$ cat src/rtl/branch_con_unit.sv
// rtl/branch_con_unit.sv - registered branch-condition evaluator with CON flip-flop and statistics
//
// Purpose:
//   Decodes the 3-bit condition field of the IR and evaluates it against the bus.
//   Single-operand conditions resolve one cycle after con_in. Two-operand conditions
//   (eq, signed lt) capture operand A with con_in, then wait for b_valid to supply B.
//   The result is held in the CON flop; saturating counters track evaluations and takens.
//
// Ports:
//   clk          in   1        rising-edge clock
//   reset_n      in   1        synchronous active-low reset
//   ir           in   IR_W     instruction register; cond = ir[COND_LSB+2:COND_LSB]
//   bus          in   DATA_W   datapath bus, operand source
//   con_in       in   1        start evaluation of the current cond
//   b_valid      in   1        bus holds operand B (only while busy)
//   cnt_clr      in   1        synchronous clear of statistics counters
//   con          out  1        branch-taken flag
//   con_valid    out  1        one-cycle pulse when con was updated
//   busy         out  1        waiting for operand B
//   eval_count   out  CNT_W    completed evaluations, saturating
//   taken_count  out  CNT_W    evaluations with con=1, saturating

module branch_con_unit #(
    parameter int DATA_W   = 32,
    parameter int IR_W     = 32,
    parameter int COND_LSB = 19,
    parameter int CNT_W    = 16
) (
    input  logic              clk,
    input  logic              reset_n,
    input  logic [IR_W-1:0]   ir,
    input  logic [DATA_W-1:0] bus,
    input  logic              con_in,
    input  logic              b_valid,
    input  logic              cnt_clr,
    output logic              con,
    output logic              con_valid,
    output logic              busy,
    output logic [CNT_W-1:0]  eval_count,
    output logic [CNT_W-1:0]  taken_count
);

    typedef enum logic {
        IDLE   = 1'b0,
        WAIT_B = 1'b1
    } state_t;

    localparam logic [CNT_W-1:0] CNT_MAX = {CNT_W{1'b1}};
    localparam logic [CNT_W-1:0] CNT_ONE = {{(CNT_W-1){1'b0}}, 1'b1};

    state_t              state_q, state_d;
    logic                con_q, con_d;
    logic                con_valid_q, con_valid_d;
    logic                busy_q, busy_d;
    logic [DATA_W-1:0]   a_q, a_d;
    logic [2:0]          c_q, c_d;
    logic [CNT_W-1:0]    eval_q, eval_d;
    logic [CNT_W-1:0]    taken_q, taken_d;

    logic [2:0]          cond;
    logic                unused_ir;

    assign cond      = ir[COND_LSB+2:COND_LSB];
    // Only the cond field matters; the rest of the IR is deliberately ignored.
    assign unused_ir = ^ir;

    function automatic logic eval_single(input logic [2:0] c, input logic [DATA_W-1:0] v);
        logic r;
        r = 1'b0;
        case (c)
            3'b000:  r = (v == '0);
            3'b001:  r = (v != '0);
            3'b010:  r = ~v[DATA_W-1];
            3'b011:  r = v[DATA_W-1];
            3'b100:  r = 1'b1;
            default: r = 1'b0;
        endcase
        return r;
    endfunction

    // c[0] selects signed less-than (111) versus equality (110).
    function automatic logic eval_pair(input logic [2:0] c, input logic [DATA_W-1:0] a,
                                       input logic [DATA_W-1:0] b);
        logic r;
        if (c[0]) begin
            r = ($signed(a) < $signed(b));
        end else begin
            r = (a == b);
        end
        return r;
    endfunction

    always_comb begin
        state_d     = state_q;
        con_d       = con_q;
        con_valid_d = 1'b0;
        busy_d      = busy_q;
        a_d         = a_q;
        c_d         = c_q;
        eval_d      = eval_q;
        taken_d     = taken_q;

        case (state_q)
            IDLE: begin
                // b_valid is ignored here, including when coincident with con_in.
                if (con_in) begin
                    if (cond[2:1] == 2'b11) begin
                        a_d     = bus;
                        c_d     = cond;
                        busy_d  = 1'b1;
                        state_d = WAIT_B;
                    end else begin
                        con_d       = eval_single(cond, bus);
                        con_valid_d = 1'b1;
                    end
                end
            end
            WAIT_B: begin
                // con_in and ir are ignored while busy; the latched cond is used.
                if (b_valid) begin
                    con_d       = eval_pair(c_q, a_q, bus);
                    con_valid_d = 1'b1;
                    busy_d      = 1'b0;
                    state_d     = IDLE;
                end
            end
            default: begin
                state_d = IDLE;
                busy_d  = 1'b0;
            end
        endcase

        // Counters account for the result that is being presented on con this cycle.
        if (cnt_clr) begin
            eval_d  = '0;
            taken_d = '0;
        end else if (con_valid_q) begin
            if (eval_q != CNT_MAX) begin
                eval_d = eval_q + CNT_ONE;
            end
            if (con_q && (taken_q != CNT_MAX)) begin
                taken_d = taken_q + CNT_ONE;
            end
        end
    end

    always_ff @(posedge clk) begin
        if (!reset_n) begin
            state_q     <= IDLE;
            con_q       <= 1'b0;
            con_valid_q <= 1'b0;
            busy_q      <= 1'b0;
            a_q         <= '0;
            c_q         <= '0;
            eval_q      <= '0;
            taken_q     <= '0;
        end else begin
            state_q     <= state_d;
            con_q       <= con_d;
            con_valid_q <= con_valid_d;
            busy_q      <= busy_d;
            a_q         <= a_d;
            c_q         <= c_d;
            eval_q      <= eval_d;
            taken_q     <= taken_d;
        end
    end

    assign con         = con_q;
    assign con_valid   = con_valid_q;
    assign busy        = busy_q;
    assign eval_count  = eval_q;
    assign taken_count = taken_q;

endmodule

$ cat config.mk
export PLATFORM = sky130hd
export DESIGN_NAME = branch_con_unit
export DESIGN_NICKNAME = d
export VERILOG_FILES = /design/src/rtl/branch_con_unit.sv
export SDC_FILE = /design/constraint.sdc
export NUM_CORES = 1
export LEC_CHECK = 0
export ABC_AREA = 1
export ABC_CLOCK_PERIOD_IN_PS = 1970
export BUFFER_PORTS_ARGS = -buffer_cell sky130_fd_sc_hd__buf_2
export CAP_MARGIN = 10
export CORE_MARGIN = 2
export CORE_UTILIZATION = 50
export DETAILED_ROUTE_END_ITERATION = 10
export PLACE_DENSITY_LB_ADDON = 0.1
export SKIP_CTS_REPAIR_TIMING = 1
export SLEW_MARGIN = 20
export SYNTH_ARGS = -nofsm -noshare
export SYNTH_HDL_FRONTEND = slang
export SYNTH_SLANG_ARGS = --single-unit
$ cat constraint.sdc
create_clock -name clk -period 1.97 [get_ports clk]
set_input_delay 0.197 -clock clk [delete_from_list [all_inputs] [get_ports clk]]
set_output_delay 0.197 -clock clk [all_outputs]
set_load 0.02 [all_outputs]
Yosys cells after proc, flatten, opt, wreduce, memory -nomap -nowiden
Cells that the tools add are included.
{"block": "word_totals", "word_cells": 54, "output_inout_bits": 35, "register_bits": 69}
{"block": "classes", "magnitude_cmp": 1, "n_bitwise": 3, "n_eq_ne": 12, "n_mux": 18, "addsub": 2, "reduce_logical": 10}
{"cell": "adder 16 x 1 -> 16 bit, second input constant", "count": 2}
{"cell": "== test 32 bit", "count": 1}
{"cell": "logical NOT 32 bit", "count": 1}
{"cell": "less-than comparator 32 bit", "count": 1}
{"cell": "inequality test 16 bit, second input constant", "count": 2}
{"cell": "nonzero test 32 bit", "count": 1}
{"cell": "2-to-1 mux 1 bit", "count": 13}
{"cell": "AND reduction 3 bit", "count": 3}
{"cell": "inequality test 2 bit, second input constant", "count": 4}
{"cell": "case mux 1 bit (2 select lines)", "count": 4}
{"cell": "== test 3 x 2 -> 1 bit, second input constant", "count": 2}
{"cell": "case mux 1 bit (5 select lines)", "count": 1}
{"cell": "AND reduction 2 bit", "count": 2}
{"cell": "== test 3 x 1 -> 1 bit, second input constant", "count": 1}
{"cell": "== test 3 bit, second input constant", "count": 1}
{"cell": "logical NOT 3 bit", "count": 1}
{"cell": "inverter 1 bit", "count": 3}
{"cell": "== test 2 bit, second input constant", "count": 1}
{"cell": "OR reduction 2 bit", "count": 1}
{"cell": "logical AND 1 bit", "count": 1}

Longest topological paths before layout
{"block": "depth", "word_depth": 5, "ltp_mapped": 15, "mapped_depth_nobuf": 15}

Least setup slack after synthesis
OpenSTA, ideal clock, no wires.
{"block": "synth_path", "path_type": "register to register", "start": "register eval_q[1] (netlist: eval_count[1])", "end": "register eval_q[14] (netlist: eval_count[14])", "slack_ns": 0.325, "period_less_slack_ns": 1.645, "setup_ns": 0.116, "path_stages_with_launch": 8, "arrival_time_ns": 1.529, "path_cell_list": "dfxtp_1 -> ha_1 -> inv_1 -> nor4_1 -> nand2_2 -> nor2_4 -> a31oi_1 -> nor2b_1"}
{"block": "synth_between", "elab_chain_len": 2, "elab_cells_between_ends": 3}
{"element": "from (decl)", "line_no": "57", "text": "logic [CNT_W-1:0] eval_q, eval_d;"}
{"element": "from (signal assigned)", "line_no": "164", "text": "eval_q <= eval_d;"}
{"element": "parallel branches: the longest is 2 deep, another holds adder 16 x 1 -> 16 bit"}
Parallel ways; which one is timed is not known.
A chain may end at the register's enable or synchronous reset.

Final worst setup path
{"block": "layout_path", "start": "register eval_q[1] (netlist: eval_count[1])", "end": "register eval_q[7] (netlist: eval_count[7])"}
Same word-level chain as after synthesis.

==> impl_metrics.env <==
export IMPL_status="finished, final reports clean"
export IMPL_track_usage_pct=20.1
export IMPL_reg2reg_depth=9
export IMPL_die_y_um=91.4
export IMPL_leakagePower_uw=0.00216
export IMPL_initial_core_util_pct=52.1
export IMPL_grt_pass1_vias=3333
export IMPL_vias=3594
export IMPL_gp_congestion=0.855
export IMPL_peakVddDrop_mv=0.474
export IMPL_cts_root_buf="clkbuf_8"
export IMPL_r2r_slack_ns=0.24
export IMPL_min_period_ns=1.73
export IMPL_drive_above_1_share_pct=19.6
export IMPL_drtIter0Drc=112
export IMPL_finalSetupTns_ns=0
export IMPL_core_um2=7330
export IMPL_cts_tree="built"
export IMPL_max_slew_margin_rel_pct=67.1
export IMPL_avgViaCountPerCell=5.08
export IMPL_instances_no_fill=707
export IMPL_worst_path_max_fanout=9
export IMPL_io_pins=104
export IMPL_synth_area_leader_cell="dfxtp_1"
export IMPL_dr_pass1_iters=4
export IMPL_numPortBuffers=74
export IMPL_drt_total_wl_um=8260
export IMPL_crit_arrival_ns=1.96
export IMPL_synth_warnings=0
export IMPL_synth_cell_type_count=32
export IMPL_tightest_slew_ns=0.493
export IMPL_timing_worst_setup_path_type="reg2reg"
export IMPL_cp_num_buf_inv=0
export IMPL_maxCapViolations=0
export IMPL_wl_per_cell_um=11.7
export IMPL_path_depth=9
export IMPL_grt_pass1_wl_um=13900
export IMPL_cp_start_kind="register"
export IMPL_fin_crit_sh_pct=87.8
export IMPL_syn_nets=629
export IMPL_hold_end="a_q[22]"
export IMPL_slowest_stage="nor3_1"
export IMPL_p_clk_share_pct=40.3
export IMPL_power_density_nw_per_um2=663
export IMPL_power_frac_seq_pct=48.9
export IMPL_switching_share_pct=26.7
export IMPL_gr_total_overflow=0
export IMPL_holdPathStages=3
export IMPL_syn_avg_cell_area_um2=7.26
export IMPL_dp_hpwl_um=6170
export IMPL_clock_latency_ns=0.35
export IMPL_cp_top_family="simple AND/OR/NAND/NOR gates"
export IMPL_internal_power_uw=2190
export IMPL_seq_area_frac_synth_pct=36.2
export IMPL_slowest_delay_ns=0.37
export IMPL_min_from="bus[22]"
export IMPL_htreeDepth=3
export IMPL_rsz0062_at_grt="false"
export IMPL_synth_area_um2=3820
export IMPL_slew_violations=0
export IMPL_grt_max_degree=43
export IMPL_clockBufferDepth=2
export IMPL_num_antenna_cells=0
export IMPL_skew_ns=0.0102
export IMPL_die_width_um=91.4
export IMPL_layout_nets=706
export IMPL_drc=0
export IMPL_cts_made_buffers=9
export IMPL_antenna_left=0
export IMPL_worst_r2r_endpoint="eval_count[7]"
export IMPL_end_kind="register"
export IMPL_hp_class="in2reg"
export IMPL_die_area_um2=8350
export IMPL_setup_violations=0
export IMPL_clock_sinks=69
export IMPL_syn_inst=526
export IMPL_hold_viol_final=0
export IMPL_dpl_cell_count=691
export IMPL_antenna_found_initial=0
export IMPL_fp_row_count=31
export IMPL_synth_top_cell_area_share_pct=36.2
export IMPL_synth_area_leaders="dfxtp_1, ha_1, a21oi_1"
export IMPL_clk_pin_slew_ns=0.08
export IMPL_power_switching_uw=797
export IMPL_crit_chain="ha_1 -> nand3_1 -> nor3_2 -> nand3_2 -> nand2_4 -> nor3_1 -> nand2_1 -> o21ai_0 -> a21oi_1"
export IMPL_r2r_start="eval_count[1]"
export IMPL_fmax_ghz=0.578
export IMPL_power_frac_comb_pct=10.8
export IMPL_synth_seq_cells=69
export IMPL_area_growth_pct=18.1
export IMPL_cp_required_ns=2.20
## per-stage QoR
stage               setup WS [ns]  power [uW]  area [um2]  hold slack, ns  util [%]
floorplan                   0.325        1710        3820           0.335         -
global placement            0.218        1810        4300           0.457      58.6
detailed placement          0.186        1820        4300           0.473      58.6
CTS                         0.218        3030        4510           0.106      61.5
global route               0.0445        3140        4510           0.105      61.5
finish                      0.240        2990        4510           0.126      61.5
## power groups by stage
stage          Combinational [uW]  Sequential, uW  Clock [uW]
2_1_floorplan                 214            1490           0
3_3_place_gp                  316            1490           0
3_5_place_dp                  324            1490           0
4_1_cts                       326            1460        1240
5_1_grt                       374            1470        1300
6_report                      323            1460        1210
## state kept, by name (all words and copies together), names as in the netlist
name / count
con_valid: 1
eval_count: 16
state_q: 1
con: 1
a_q: 32
busy: 1
taken_count: 16
c_q: 1
## worst max path at each step
stage | startpoint | endpoint | slack [ns]
6_report | eval_count[1] | eval_count[7] | 0.24
5_1_grt | a_q[15] | con | 0.04
2_1_floorplan | eval_count[1] | eval_count[14] | 0.33
3_3_place_gp | bus[31] | con | 0.22
3_5_place_dp | bus[31] | con | 0.19
4_1_cts | eval_count[1] | eval_count[7] | 0.22
## final cells by class
type	instances	area, um2
inverters	86	328
clock inverters	6	71.3
flip-flops and latches	69	1380
clock buffers	10	138
repair buffers	78	400
multi-input cells	359	2060
well taps	99	124
fillers	692	2820
## cell usage in the layout, fill, tap and decap left out, types with 2 or more instances in the layout
| master | instances |
|---|---|
| o21a_1 | 6 |
| nand2_4 | 2 |
| clkbuf_8 | 10 |
| nand2_1 | 83 |
| nor3_1 | 11 |
| nand2_2 | 3 |
| inv_1 | 81 |
| inv_2 | 3 |
| nor2_2 | 4 |
| a211oi_1 | 2 |
| a21oi_1 | 67 |
| dfxtp_1 | 69 |
| buf_2 | 74 |
| ha_1 | 34 |
| inv_4 | 2 |
| a31oi_1 | 2 |
| clkinvlp_4 | 2 |
| nor2_4 | 2 |
| nor4_1 | 3 |
| nor2_1 | 36 |
| o21bai_1 | 3 |
| clkinv_4 | 2 |
| o21ai_0 | 51 |
| buf_4 | 4 |
| xor2_1 | 3 |
| nand3_1 | 18 |
| nand4_1 | 15 |
| nor3_2 | 3 |
| nand3_2 | 4 |
## cells in the mapped netlist (all sizes together)
cell / count
nor3b: 1
a21oi: 67
nand3: 22
a31oi: 2
dfxtp: 69
xor2: 3
o21a: 6
inv: 86
buf: 3
a21o: 1
nand2: 88
clkbuf: 9
ha: 34
nor2b: 1
nor3: 15
o21ai: 52
a21boi: 1
o21bai: 3
nand4: 15
nor4: 3
nor2: 42
a211oi: 2
o211a: 1
## worst min-delay path: stages
cell and delay (ns):
buf_2 0.07, inv_1 0.05, a21oi_1 0.11
## per-layer routing
metal,wire [um],vias up,global-route usage (%)
li1,-,1902,-
met2,3930,76,35.2
met1,3890,1610,24.0
met3,374,6,6.14
met5,0,-,0
met4,64,0,5.18
## kinds of logic (layout without fill, tap and decap cells)
| logic type | after synthesis | count (layout) | synth area share [%] |
|---|---|---|---|
| and+or+nand+nor | 187 | 187 | 23.2 |
| AOI/OAI and AO/OA | 135 | 135 | 18.9 |
| buffers and inverters | 98 | 180 | 9.87 |
| DFF | 69 | 69 | 36.2 |
| adders and majority gates | 34 | 34 | 11.1 |
| xor gates and xnor gates | 3 | 3 | 0.689 |
(Power assumes the default switching activity.)
